<file path="src/rtl/cnt_pkg.sv">
// Shared counter definitions: default width and the per-edge operation decode.
// Decode priority: load, then enabled count.
package cnt_pkg;

  localparam int CNT_WIDTH = 4;

  typedef enum logic [1:0] {
    OP_HOLD = 2'd0,
    OP_LOAD = 2'd1,
    OP_UP   = 2'd2,
    OP_DOWN = 2'd3
  } cnt_op_e;

  // Reset is not decoded here; it overrides everything in the register process.
  function automatic cnt_op_e cnt_decode(input logic load, input logic en, input logic up);
    cnt_op_e op;
    op = OP_HOLD;
    if (load)
      op = OP_LOAD;
    else if (en)
      op = up ? OP_UP : OP_DOWN;
    return op;
  endfunction

endpackage

</file>
<file path="src/rtl/cnt.sv">
// Loadable up/down binary counter with synchronous active-high reset.
// The count output comes straight from the state register.
import cnt_pkg::*;

module cnt #(
  parameter int WIDTH = CNT_WIDTH
) (
  input  logic             clk,
  input  logic             rst,
  input  logic             en,
  input  logic             up,
  input  logic             load,
  input  logic [WIDTH-1:0] count_in,
  output logic [WIDTH-1:0] count
);

  logic [WIDTH-1:0] count_reg;
  logic [WIDTH-1:0] count_next;
  cnt_op_e          op;

  // Arithmetic wraps naturally modulo 2^WIDTH; there is no saturation.
  always_comb begin
    count_next = count_reg;
    op         = cnt_decode(load, en, up);
    unique case (op)
      OP_LOAD: count_next = count_in;
      OP_UP:   count_next = count_reg + WIDTH'(1);
      OP_DOWN: count_next = count_reg - WIDTH'(1);
      default: count_next = count_reg;
    endcase
  end

  always_ff @(posedge clk) begin
    if (rst)
      count_reg <= '0;
    else
      count_reg <= count_next;
  end

  assign count = count_reg;

endmodule

</file>
<file path="config.mk">
export PLATFORM = sky130hd
export DESIGN_NAME = cnt
export DESIGN_NICKNAME = d
export VERILOG_FILES = /design/src/rtl/cnt_pkg.sv /design/src/rtl/cnt.sv
export SDC_FILE = /design/constraint.sdc
export NUM_CORES = 1
export LEC_CHECK = 0
export CORE_AREA = 2 2 39 41
export DETAILED_ROUTE_END_ITERATION = 7
export DIE_AREA = 0 0 41 43
export SLEW_MARGIN = 0
export SYNTH_ARGS = -nofsm -noshare
export SYNTH_HDL_FRONTEND = slang
export SYNTH_SLANG_ARGS = --single-unit
export TNS_END_PERCENT = 30
</file>
<file path="constraint.sdc">
create_clock -name clk -period 2.06 [get_ports clk]
set_input_delay 0.412 -clock clk [delete_from_list [all_inputs] [get_ports clk]]
set_output_delay 0.412 -clock clk [all_outputs]
set_load 0.02 [all_outputs]
</file>
==> reports/metrics.csv <==
metric,value,unit
Final HPWL DP,492.9,µm
synthesized area,284.0,µm²
reg2reg setup slack,0.70,ns
post-synthesis adder-cell area fraction,0.04405,
Setup TNS,0,ns
status,"finished, final reports clean",
crit start category,input port,
routability cong.,0.6605,
Finish-stage setup viols,0,
Leak,0.1780,nW
synthesis warning total,0,
vias post-DR,286,
CP Data Required Time,2.18,ns
CORE AREA,1384,µm²
Initial Utilization,0.2052,
xor-xnor portion of the synthesized cell area,0.1233,
Tot GR Track Use,0.09639,
RSZ-0062 raised after global routing,no,
ANT cells,0,
post-synthesis compound-gate area fraction,0.1894,
Vias/cell,4.269,
clock tree buffer depth,2,
count of boundary I/O pins,13,
CP endpoint kind,flop,
pin count of the biggest net entering global routing,11,
CP Launch Point,en,
Synth Net Count,44,
die height,43,µm
main combinational cell family by area after synthesis,simple AND/OR/NAND/NOR gates,
minimum clock period,1.988,ns
Clock Pin Slew Worst Setup and Hold Paths,0.04,ns
Site Rows,14,
total clock buffers created by CTS,3,
fillcell total,160,
number of global-route vias before repair,274,
sequential share of power,0.343,
Max VDD drop,0.0001827,V
"Hold Vio Cnt, Final",0,
initial drt markers,0,
slew margin rel.,0.8449,
Pint,0.1988,mW
WL/cell,9.388,µm
top cell type's share of synthesized area,0.2819,
"top cells by area, synth","dfxtp_1, xnor2_1, a21oi_1, nor2_1, nor3b_1",
mean post-synth cell area,8.354,µm²
drt drc,0,
Die Span X,41,µm
Post-Syn Instances,34,
dominant cell type by area after synthesis,dfxtp_1,
H-tree levels,1,
total global routing overflow,0,
sequential standard cell area,80.08,µm²
mux share of post-synthesis cell area,0.03524,
Comb power frac,0.306,
Yosys reg bits,4,
CTS tree,built,
R2R Path Start,count[1],
Tot Pwr,0.2706,mW
multi-input logic area,206.4,µm²
Clk Tree Root Cell,clkbuf_4,
first-pass GRT wire length,1076,µm
switching part of the total,0.2654,
worst skew pair latency,0.23,ns
max frequency,503.1,MHz
drt first pass iters,1,
Yosys cell types,20,
Routed Antenna Nets,0,
# clock sinks,4,
initial antenna violation count,0,
hold_sp,count[2],
crit-path max FO,2,
Detailed Route WL,629,µm
CP Data Arrival Time,2.11,ns
simple-gate share of the synthesized area,0.2952,
hold buffer count at CTS,0,
Setup Crit Path Kind,in2reg,
Worst Max-Slew Pin Slew,0.2322,ns
Hold Path Class,reg2reg,
Pins Over Slew Limit,0,
fin nets,63,
port buffer count,12,
switching power,0.07180,mW
Max-Cap Viols,0,
die area,1763,µm²
clock network power share,0.351,
sequential share of the synthesized area,0.2819,
Clock Skews,0.001156,ns
period utilisation layout,0.9649,
ratio of cells with drive above 1 in the final layout,0.2157,
Area Growth Syn to Fin,67.40,%
Pwr Density,569.1,nW/µm²
number of flip-flops in the largest register,4,
## cell usage in the layout, fill, tap and decap left out, types with 2 or more instances in the layout
| cell | instances |
|---|---|
| clkdlybuf4s50_1 | 12 |
| nor2_1 | 5 |
| xnor2_1 | 4 |
| a21oi_1 | 4 |
| dfxtp_1 | 4 |
| clkbuf_4 | 3 |
| buf_4 | 3 |
| nor3b_1 | 2 |
## cell usage after synthesis, drive strengths merged
cell type / number
buf: 1
and2: 1
nor3b: 2
or3b: 1
o211ai: 1
dfxtp: 4
ha: 1
nand3b: 1
mux2i: 1
o21a: 1
or4bb: 1
nand3: 1
o221ai: 1
nor3: 1
nand2: 1
nor2: 5
inv: 1
xnor2: 4
o21ai: 1
a21oi: 4
## final timing paths
kind | endpoint | cells after the start
min | count[2] | 2
max | count[2] | 8
max reg2reg | count[2] | 6
min reg2reg | count[2] | 2
## power by group through the flow
stage	clock (mW)	sequential [mW]	combinational, mW
final	0.0951	0.0927	0.0828
after detailed placement	0	0.0936	0.0806
after CTS	0.102	0.0925	0.0816
after global routing	0.111	0.0938	0.0910
after floorplan	0	0.100	0.0336
after global placement	0	0.0935	0.0810
## worst max-delay path, cell delays in order
cell	delay [ns]
clkdlybuf4s50_1	0.47
or3b_4	0.39
xnor2_1	0.14
ha_2	0.18
and2_1	0.14
o21ai_2	0.14
xnor2_1	0.07
o21a_1	0.16
## routing by layer
| metal | global-route usage | routed length (µm) | up-vias |
|---|---|---|---|
| met3 | 0.03141 | 15 | 2 |
| met4 | 0.1200 | 17 | 0 |
| met5 | 0 | 0 | - |
| li1 | - | - | 157 |
| met2 | 0.1250 | 304 | 7 |
| met1 | 0.1029 | 291 | 120 |
## final cells by class
cell class / instances / area share
multi-input cells: 28 / 0.4342
repair buffers: 15 / 0.3000
flip-flops and latches: 4 / 0.1684
clock buffers: 3 / 0.04737
well taps: 16 / 0.04211
inverters: 1 / 0.007895
## stage by stage
stage	area, µm²	util	worst slack (ns)	hold WS, ns	std cells
2_1_floorplan	284.0	-	0.1134	0.4844	34
3_3_place_gp	441.7	0.3192	-0.2370	0.6253	64
3_5_place_dp	441.7	0.3192	-0.2566	0.6123	64
4_1_cts	464.2	0.3354	0.01026	0.6280	67
5_1_grt	475.5	0.3436	0.002172	0.6728	67
6_report	475.5	0.3436	0.07226	0.6195	67
## repair_timing
item / in CTS / in global routing
setup buffers: 0 / 0
resized for setup: 1 / 3
pin swaps: 0 / 2
setup endpoints to repair: 1 / 1
## cells by family (layout without fill, tap and decap cells)
group                      after synthesis  count (layout)
buffers and inverters                    2              19
xor gates and xnor gates                 4               4
adders and majority gates                1               1
AOI/OAI and AO/OA                        8               8
DFF                                      4               4
and+or+nand+nor                         14              14
muxes                                    1               1
No activity file was read; power rests on OpenSTA's default activity.
